## src/rtl/idx_gather_seq_if.sv

```systemverilog
// ---------------------------------------------------------------------------
// idx_gather_seq_if
// Gather request channel from the index sequencer to the gather datapath.
//
// Handshake: a request transfers on a rising clock edge where req_valid and
// req_ready are both high. Once req_valid is raised, req_addr and req_seq
// stay stable and req_valid stays high until that transfer happens.
// req_ready may be driven freely and need not wait for req_valid.
//
// Signals
//   req_valid  master -> slave  request present
//   req_ready  slave  -> master request accepted when valid & ready
//   req_addr   master -> slave  gather byte address (OUT_AW bits)
//   req_seq    master -> slave  entry ordinal, modulo 2^ADDR_WIDTH
// ---------------------------------------------------------------------------
interface idx_gather_seq_if #(
  parameter int ADDR_WIDTH = 10,
  parameter int OUT_AW     = 32
);
  logic                  req_valid;
  logic                  req_ready;
  logic [OUT_AW-1:0]     req_addr;
  logic [ADDR_WIDTH-1:0] req_seq;

  modport master (
    output req_valid,
    output req_addr,
    output req_seq,
    input  req_ready
  );

  modport slave (
    input  req_valid,
    input  req_addr,
    input  req_seq,
    output req_ready
  );
endinterface

```

## src/rtl/idx_gather_seq.sv

```systemverilog
// ---------------------------------------------------------------------------
// idx_gather_seq
// Read side of the index RAM. On start, walks cfg_count consecutive entries
// from cfg_base through the RAM's combinational read port, turns each index
// into a gather byte address (data_base + (idx << ELEM_SHIFT)) and issues it
// on the req channel at up to one request per cycle.
//
// Optional feature macro: IDX_BOUNDS_CHECK_EN
//   When defined, adds cfg_idx_limit (latched at start) and err_oob. Entries
//   with idx >= limit are consumed without issuing a request and set the
//   sticky err_oob flag (cleared by the next accepted start or by rst).
//
// Ports
//   clk, rst         clock, synchronous active-high reset
//   start            1-cycle pulse, honoured only in IDLE
//   cfg_base         first index RAM address
//   cfg_count        number of entries, 0..2^ADDR_WIDTH
//   cfg_data_base    gather base byte address
//   cfg_idx_limit    (IDX_BOUNDS_CHECK_EN) exclusive upper bound on idx
//   err_oob          (IDX_BOUNDS_CHECK_EN) sticky out-of-bounds flag
//   idx_raddr        RAM read address (registered pointer)
//   idx_rdata        RAM read data, valid in the same cycle as idx_raddr
//   req              gather request channel (master side)
//   busy             high in RUN and DONE
//   done             1-cycle pulse after the last handshake
//   dbg_state_o      current FSM state for observation
// ---------------------------------------------------------------------------
module idx_gather_seq #(
  parameter int ADDR_WIDTH = 10,
  parameter int DATA_WIDTH = 16,
  parameter int OUT_AW     = 32,
  parameter int ELEM_SHIFT = 2
) (
  input  logic                  clk,
  input  logic                  rst,
  input  logic                  start,
  input  logic [ADDR_WIDTH-1:0] cfg_base,
  input  logic [ADDR_WIDTH:0]   cfg_count,
  input  logic [OUT_AW-1:0]     cfg_data_base,
`ifdef IDX_BOUNDS_CHECK_EN
  input  logic [DATA_WIDTH-1:0] cfg_idx_limit,
  output logic                  err_oob,
`endif
  output logic [ADDR_WIDTH-1:0] idx_raddr,
  input  logic [DATA_WIDTH-1:0] idx_rdata,
  idx_gather_seq_if.master      req,
  output logic                  busy,
  output logic                  done,
  output logic [1:0]            dbg_state_o
);

  localparam logic [1:0] S_IDLE = 2'd0;
  localparam logic [1:0] S_RUN  = 2'd1;
  localparam logic [1:0] S_DONE = 2'd2;

  // Architectural state
  logic [1:0]            state_q,     state_d;
  logic [ADDR_WIDTH-1:0] ptr_q,       ptr_d;
  logic [ADDR_WIDTH:0]   remaining_q, remaining_d;
  logic [OUT_AW-1:0]     base_q,      base_d;
  logic [ADDR_WIDTH-1:0] issued_q,    issued_d;
  logic                  req_valid_q, req_valid_d;
  logic [OUT_AW-1:0]     req_addr_q,  req_addr_d;
  logic [ADDR_WIDTH-1:0] req_seq_q,   req_seq_d;
`ifdef IDX_BOUNDS_CHECK_EN
  logic [DATA_WIDTH-1:0] limit_q,     limit_d;
  logic                  err_q,       err_d;
`endif

  // Datapath helpers
  logic              slot_free;
  logic              load;
  logic              oob;
  logic [OUT_AW-1:0] idx_ext;
  logic [OUT_AW-1:0] gather_addr;

  // The output register can take a new entry when it is empty or its
  // current request is being accepted this cycle.
  assign slot_free = !req_valid_q || req.req_ready;
  assign load      = (state_q == S_RUN) && (remaining_q != '0) && slot_free;

  // Zero-extend before shifting so high index bits are not lost; the sum
  // wraps modulo 2^OUT_AW.
  assign idx_ext     = OUT_AW'(idx_rdata);
  assign gather_addr = base_q + (idx_ext << ELEM_SHIFT);

`ifdef IDX_BOUNDS_CHECK_EN
  assign oob = (idx_rdata >= limit_q);
`else
  assign oob = 1'b0;
`endif

  always_comb begin
    state_d     = state_q;
    ptr_d       = ptr_q;
    remaining_d = remaining_q;
    base_d      = base_q;
    issued_d    = issued_q;
    req_valid_d = req_valid_q;
    req_addr_d  = req_addr_q;
    req_seq_d   = req_seq_q;
`ifdef IDX_BOUNDS_CHECK_EN
    limit_d     = limit_q;
    err_d       = err_q;
`endif

    // Accepted request with nothing to replace it empties the register.
    if (req_valid_q && req.req_ready) begin
      req_valid_d = 1'b0;
    end

    case (state_q)
      S_IDLE: begin
        if (start) begin
          state_d     = S_RUN;
          ptr_d       = cfg_base;
          remaining_d = cfg_count;
          base_d      = cfg_data_base;
          issued_d    = '0;
`ifdef IDX_BOUNDS_CHECK_EN
          limit_d     = cfg_idx_limit;
          err_d       = 1'b0;
`endif
        end
      end

      S_RUN: begin
        if (load) begin
          // Entry is consumed whether or not it produces a request.
          ptr_d       = ptr_q + 1'b1;
          remaining_d = remaining_q - 1'b1;
          if (!oob) begin
            req_valid_d = 1'b1;
            req_addr_d  = gather_addr;
            req_seq_d   = issued_q;
            issued_d    = issued_q + 1'b1;
          end else begin
`ifdef IDX_BOUNDS_CHECK_EN
            err_d       = 1'b1;
`endif
          end
        end else if ((remaining_q == '0) && slot_free) begin
          state_d = S_DONE;
        end
      end

      S_DONE: begin
        state_d = S_IDLE;
      end

      default: begin
        state_d = S_IDLE;
      end
    endcase
  end

  always_ff @(posedge clk) begin
    if (rst) begin
      state_q     <= S_IDLE;
      ptr_q       <= '0;
      remaining_q <= '0;
      base_q      <= '0;
      issued_q    <= '0;
      req_valid_q <= 1'b0;
      req_addr_q  <= '0;
      req_seq_q   <= '0;
`ifdef IDX_BOUNDS_CHECK_EN
      limit_q     <= '0;
      err_q       <= 1'b0;
`endif
    end else begin
      state_q     <= state_d;
      ptr_q       <= ptr_d;
      remaining_q <= remaining_d;
      base_q      <= base_d;
      issued_q    <= issued_d;
      req_valid_q <= req_valid_d;
      req_addr_q  <= req_addr_d;
      req_seq_q   <= req_seq_d;
`ifdef IDX_BOUNDS_CHECK_EN
      limit_q     <= limit_d;
      err_q       <= err_d;
`endif
    end
  end

  assign idx_raddr     = ptr_q;
  assign req.req_valid = req_valid_q;
  assign req.req_addr  = req_addr_q;
  assign req.req_seq   = req_seq_q;
  assign busy          = (state_q == S_RUN) || (state_q == S_DONE);
  assign done          = (state_q == S_DONE);
  assign dbg_state_o   = state_q;
`ifdef IDX_BOUNDS_CHECK_EN
  assign err_oob       = err_q;
`endif

endmodule

```

## src/flat_wrapper.sv

```systemverilog
// flat-port wrapper written by rule: the top's interface ports become plain ports
module idx_gather_seq_flat 
#(
  parameter int ADDR_WIDTH = 10,
  parameter int DATA_WIDTH = 16,
  parameter int OUT_AW     = 32,
  parameter int ELEM_SHIFT = 2
)
  (clk, rst, start, cfg_base, cfg_count, cfg_data_base, idx_raddr, idx_rdata, busy, done, dbg_state_o, req_req_valid, req_req_addr, req_req_seq, req_req_ready);
  idx_gather_seq_if #(.ADDR_WIDTH(ADDR_WIDTH), .OUT_AW(OUT_AW)) req_i ();
  input  logic clk;
  input  logic rst;
  input  logic start;
  input  logic [ADDR_WIDTH-1:0] cfg_base;
  input  logic [ADDR_WIDTH:0] cfg_count;
  input  logic [OUT_AW-1:0] cfg_data_base;
  output logic [ADDR_WIDTH-1:0] idx_raddr;
  input  logic [DATA_WIDTH-1:0] idx_rdata;
  output logic busy;
  output logic done;
  output logic [1:0] dbg_state_o;
  output wire logic [$bits(req_i.req_valid)-1:0] req_req_valid;
  output wire logic [$bits(req_i.req_addr)-1:0] req_req_addr;
  output wire logic [$bits(req_i.req_seq)-1:0] req_req_seq;
  input wire logic [$bits(req_i.req_ready)-1:0] req_req_ready;
  assign req_req_valid = req_i.req_valid;
  assign req_req_addr = req_i.req_addr;
  assign req_req_seq = req_i.req_seq;
  assign req_i.req_ready = req_req_ready;
  idx_gather_seq #(.ADDR_WIDTH(ADDR_WIDTH), .DATA_WIDTH(DATA_WIDTH), .OUT_AW(OUT_AW), .ELEM_SHIFT(ELEM_SHIFT)) u_core (.clk(clk), .rst(rst), .start(start), .cfg_base(cfg_base), .cfg_count(cfg_count), .cfg_data_base(cfg_data_base), .idx_raddr(idx_raddr), .idx_rdata(idx_rdata), .req(req_i), .busy(busy), .done(done), .dbg_state_o(dbg_state_o));
endmodule
```

## config.mk

```make
export PLATFORM = sky130hd
export DESIGN_NAME = idx_gather_seq_flat
export DESIGN_NICKNAME = d
export VERILOG_FILES = /design/src/rtl/idx_gather_seq_if.sv /design/src/rtl/idx_gather_seq.sv /design/src/flat_wrapper.sv
export SDC_FILE = /design/constraint.sdc
export NUM_CORES = 1
export LEC_CHECK = 0
export BUFFER_PORTS_ARGS = -buffer_cell sky130_fd_sc_hd__buf_2
export CORE_MARGIN = 2
export CORE_UTILIZATION = 50
export CTS_BUF_LIST = sky130_fd_sc_hd__clkbuf_4
export CTS_CLUSTER_DIAMETER = 40
export DETAILED_ROUTE_END_ITERATION = 16
export PLACE_DENSITY = 0.9
export RECOVER_POWER = 25
export SLEW_MARGIN = 5
export SYNTH_ARGS = -nofsm -noshare
export SYNTH_HDL_FRONTEND = slang
export SYNTH_SLANG_ARGS = --single-unit
```

## constraint.sdc

```tcl
create_clock -name clk -period 2.1 [get_ports clk]
set_input_delay 0.21 -clock clk [delete_from_list [all_inputs] [get_ports clk]]
set_output_delay 0.21 -clock clk [all_outputs]
set_load 0.01 [all_outputs]
```

== Word level (Yosys, flattened, before mapping) ==
Index checks and enable logic that the tools add are counted.
Operators by class
  add/subtract/negate cells: 4
  equality and inequality tests: 6
  multiplexer cells: 16
  reductions and logical operators: 15
Operator list (number)
  two-way mux 10 bit: 4
  one-hot mux 10 bit (2 select lines): 2
  adder 32 x 18 -> 32 bit: 1
  two-way mux 11 bit: 2
  one-hot mux 11 bit (2 select lines): 1
  adder 10 x 1 -> 10 bit (second input constant): 2
  logical NOT 11 bit: 1
  nonzero test 11 bit: 1
  subtractor 11 x 1 -> 11 bit (second input constant): 1
  two-way mux 2 bit: 3
  != test 2 bit (second input constant): 3
  AND reduction 3 bit: 2
  logical AND 1 bit: 4
  one-hot mux 2 bit (2 select lines): 1
  AND reduction 2 bit: 2
  two-way mux 1 bit: 3
  == test 2 x 1 -> 1 bit (second input constant): 1
  == test 2 bit (second input constant): 1
  logical NOT 2 bit: 1
  logical OR 1 bit: 2
  != test 2 x 1 -> 1 bit (second input constant): 1
  nonzero test 2 bit: 1
  logical NOT 1 bit: 1
Storage, ports and cells
  register bits: 108
  input bits: 73
  output and inout bits: 57
  logic and storage cells: 49

== Depth between registers and ports, before layout ==
  word-level depth: 6
  depth in mapped cells: 10
  mapped depth without buffers: 10

== Worst setup path before layout ==
Ideal clock, no wire load.
  kind: flip-flop to flip-flop
  start: register u_core.base_q[3]
  end: register u_core.req_addr_q[27] (netlist: u_core.req.req_addr[27])
  arrival: 2211 ps
  required time: 2014 ps
  setup slack: -196 ps
  stages on the path, launching flop included: 9
  clock period less this slack: 2296 ps
  cells stage by stage: dfxtp_1 ha_1 a211o_1 a211o_1 a311o_1 a31oi_4 nor3_1 xnor2_1 a211oi_1
On the way
  cells in the longest elaborated chain, start to end: 1
RTL lines
  start, declared: line idx_gather_seq.sv:60  | logic [OUT_AW-1:0] base_q, base_d;
  start signal, assigned: line idx_gather_seq.sv:175  | base_q <= base_d;
  adder 32 x 18 -> 32 bit: line idx_gather_seq.sv:85  | assign gather_addr = base_q + (idx_ext << ELEM_SHIFT);
  end signal, assigned: line idx_gather_seq.sv:178  | req_addr_q <= req_addr_d;
  end, declared: line idx_gather_seq.sv:63  | logic [OUT_AW-1:0] req_addr_q, req_addr_d;
Every way passes these cells.
A chain may end at the register's enable or synchronous reset.

== Worst setup path after layout ==
  start: register u_core.base_q[3]
  end: register u_core.req_addr_q[19] (netlist: u_core.req.req_addr[19])
Same word-level chain as after synthesis.

==> results.ini <==
[run_status]
status=finished, violations left
violations=setup timing

[grt]
grt_pass1_vias=5862
grt_max_degree=51
antenna_found_initial=0
groute.usage.overall=0.283
grt_pass1_wl_mm=26.8
grt_overflow=0

[yosys]
avgSynthCellArea_sq_um=7.89
ys_top_cells_by_area=dfxtp_1, nand2_1, a21oi_1
synth_top_area_share=0.395
syn-instance-count=694
yosysSeqAreaShare=0.395
yosysMostFrequentCell=nand2_1
synth_top_area_cell=dfxtp_1
async_reset_ff_frac=0
synth_edf_count=0
yosysUniqueCellTypes=52
synth_nets=791
yosys-top-cells-count=nand2_1, dfxtp_1, a21oi_1
synthFlopType=dfxtp_1
synth_area_sq_um=5470
synth-seq-cells=108
synth_warnings=0

[min_path]
min_from=cfg_base[8]
min_path_type=input pin to flip-flop
hold-path-endpoint=u_core.idx_raddr[8]$_SDFFE_PP0P_
whs_path_depth=3

[floorplanning]
fp-row-count=38
fp.coreArea_sq_um=10700
start_util=0.509
io_pins=130
die_h_microns=109
die_area_sq_um=11800
dieWidth_microns=109

[worst_setup_path]
path_delay_family=compound AO/OA/AOI/OAI gates
crit_required_ns=2.48
crit_path_top_delay_cell=a311o_2
worstSetupEndpointType=flip-flop
crit_path_max_fanout=5
reg2reg_to=u_core.req.req_addr[19]$_SDFFE_PP0P_
r2r_slack_ns=-0.31
critPathKind=flip-flop to flip-flop
worst_path_most_repeated_cell=a211o_1
r2r-start=u_core.base_q[3]$_SDFFE_PP0P_
r2r_cells=8
start_kind=flip-flop
crit_chain=ha_4 > a211o_1 > a211o_1 > a311o_2 > a31oi_4 > nor2b_1 > xnor2_1 > a211oi_1
path_buf_inv=0
slowest_delay_ns=0.40
cp.arrival_ns=2.79

[clock_tree]
clk_pin_slew_ns=0.18
clock-sinks=108
cts_tree=yes
h-tree-depth=3
root_buffer=clkbuf_4
clockBufferDepth=2
clk_latency_ns=0.46
numCtsBuffers=9

[route]
routed.top_layer=met4
firstDrtPassIters=6
vias=6039
wl_met2_mm=8.59
drc=0
routed_wl_mm=17.4
viasPerCell=5.89
wl_per_cell_microns=17.0
drtIter0Drc=504
final_antenna_net_count=0
drt-met1-wl_mm=6.80
routed-wl-met3_mm=1.21

[timing]
setup_viol=22
final.setup.worst_slack_ns=-0.309
rsz0062_at_grt=true
clock_skew_ns=0.0192
worst_pin_slew_ns=0.424
fmax_mhz=415
finalHoldViolations=0
min_period_over_period=1.15
min_period_ns=2.41
maxSlewHeadroom=0.717
setup_tns_ns=-3.61
slew_violations=0

[layout]
layoutNonFillerInstCount=1026
area_growth_pct=34.2
n_fill_cell=838
layout-drive-gt1-share=0.258
n_antenna_cell=0
final_nets=978

[place]
placed_cells=968
hpwl_mm=10.4
gp_congestion=0.863
io_buffer_count=129

[pwr]
peakVddDrop_uv=555
powerDensity_nw_per_um2=934
power_leakage_nw=2.89
power_mw=6.86

[job]
max_cap_violations=0

-- layout make-up --
type                            instances  area (sq um)  area share
Sequential cell                       108          2170       0.295
Multi-Input combinational cell        531          3430       0.467
Inverter                               13          48.8     0.00664
Tap cell                              140           175      0.0239
Timing Repair Buffer                  218          1410       0.191
Clock buffer                            9          67.6     0.00920
Clock inverter                          7          51.3     0.00698
-- per-stage QoR --
step                      hold slack [ns]  instance area (sq um)   util  worst slack [ns]
after floorplan                     0.338                   5530      -           -0.0785
after global placement              0.435                   6580  0.612            -0.182
after detailed placement            0.445                   6580  0.612            -0.248
after CTS                         0.00713                   7180  0.668            -0.245
after global routing               0.0425                   7340  0.684            -0.383
final                              0.0278                   7340  0.684            -0.309
-- placed cells by master, fill, tap and decap left out, types with 9 or more instances in the layout --
master / n
nand2_1: 135
dfxtp_1: 103
buf_2: 93
a21oi_1: 81
buf_4: 51
nor2_1: 47
clkbuf_1: 35
dlygate4sd3_1: 32
nor3_1: 18
a211oi_1: 17
nand3_1: 16
ha_1: 16
xnor2_1: 15
o22ai_1: 13
inv_1: 11
o21ai_0: 11
a22oi_1: 10
clkbuf_4: 9
-- registers in the layout, indices dropped and copies added (netlist names) --
register              count
u_core.dbg_state_o        2
u_core.issued_q          10
u_core.base_q            32
u_core.req.req_addr      32
u_core.remaining_q       11
u_core.req.req_seq       10
u_core.idx_raddr         10
u_core.req.req_valid      1
-- how the worst max path moves through the flow --
| stage | cells past startpoint | endpoint | start | slack (ns) |
|---|---|---|---|---|
| floorplan | 8 | u_core.req.req_addr[19]$_SDFFE_PP0P_ | u_core.base_q[3]$_SDFFE_PP0P_ | -0.08 |
| global placement | 9 | u_core.req.req_addr[19]$_SDFFE_PP0P_ | idx_rdata[2] | -0.18 |
| detailed placement | 9 | u_core.req.req_addr[19]$_SDFFE_PP0P_ | idx_rdata[2] | -0.25 |
| CTS | 8 | u_core.req.req_addr[19]$_SDFFE_PP0P_ | u_core.base_q[3]$_SDFFE_PP0P_ | -0.25 |
| global route | 8 | u_core.req.req_addr[25]$_SDFFE_PP0P_ | u_core.base_q[3]$_SDFFE_PP0P_ | -0.38 |
| finish | 8 | u_core.req.req_addr[19]$_SDFFE_PP0P_ | u_core.base_q[3]$_SDFFE_PP0P_ | -0.31 |
-- cells by family (layout without fill, tap and decap cells) --
group                    after synthesis  after routing  synth area share
AND/OR/NAND/NOR                      281            281             0.235
AO/OA/AOI/OAI                        191            192             0.217
flip-flops                           108            108             0.395
buffers and inverters                 56            247            0.0398
XOR/XNOR                              26             26            0.0416
adder cells (fa/ha/maj)               24             24            0.0562
multiplexers                           8              8            0.0153
-- per-layer routing --
metal,GRT usage,up-vias
met1,0.327,2799
met5,0,-
met4,0.161,0
li1,-,2828
met3,0.0478,78
met2,0.493,334
-- timing repair --
action / in CTS / in global routing
hold buffers: 32 / 0
setup endpoints to repair: 20 / 33
pin swaps: 21 / 24
setup buffers: 8 / 2
gates cloned: 1 / 0
endpoints found under the hold margin: 32 / 0
resized for setup: 20 / 45
-- power breakdown --
group / switching [mW] / leakage, nW / internal (mW) / total, mW
Sequential: 0.342 / 0.884 / 2.41 / 2.75
Combinational: 1.83 / 1.94 / 1.30 / 3.13
Clock: 0.723 / 0.0660 / 0.252 / 0.976
Total: 2.89 / 2.89 / 3.97 / 6.86
-- worst reg2reg max path, cell delays in order, from the launching register on --
cell      delay [ns]
dfxtp_2         0.37
ha_4            0.23
a211o_1         0.28
a211o_1         0.31
a311o_2         0.40
a31oi_4         0.28
nor2b_1         0.10
xnor2_1         0.14
a211oi_1        0.21
(Power assumes the default switching activity.)
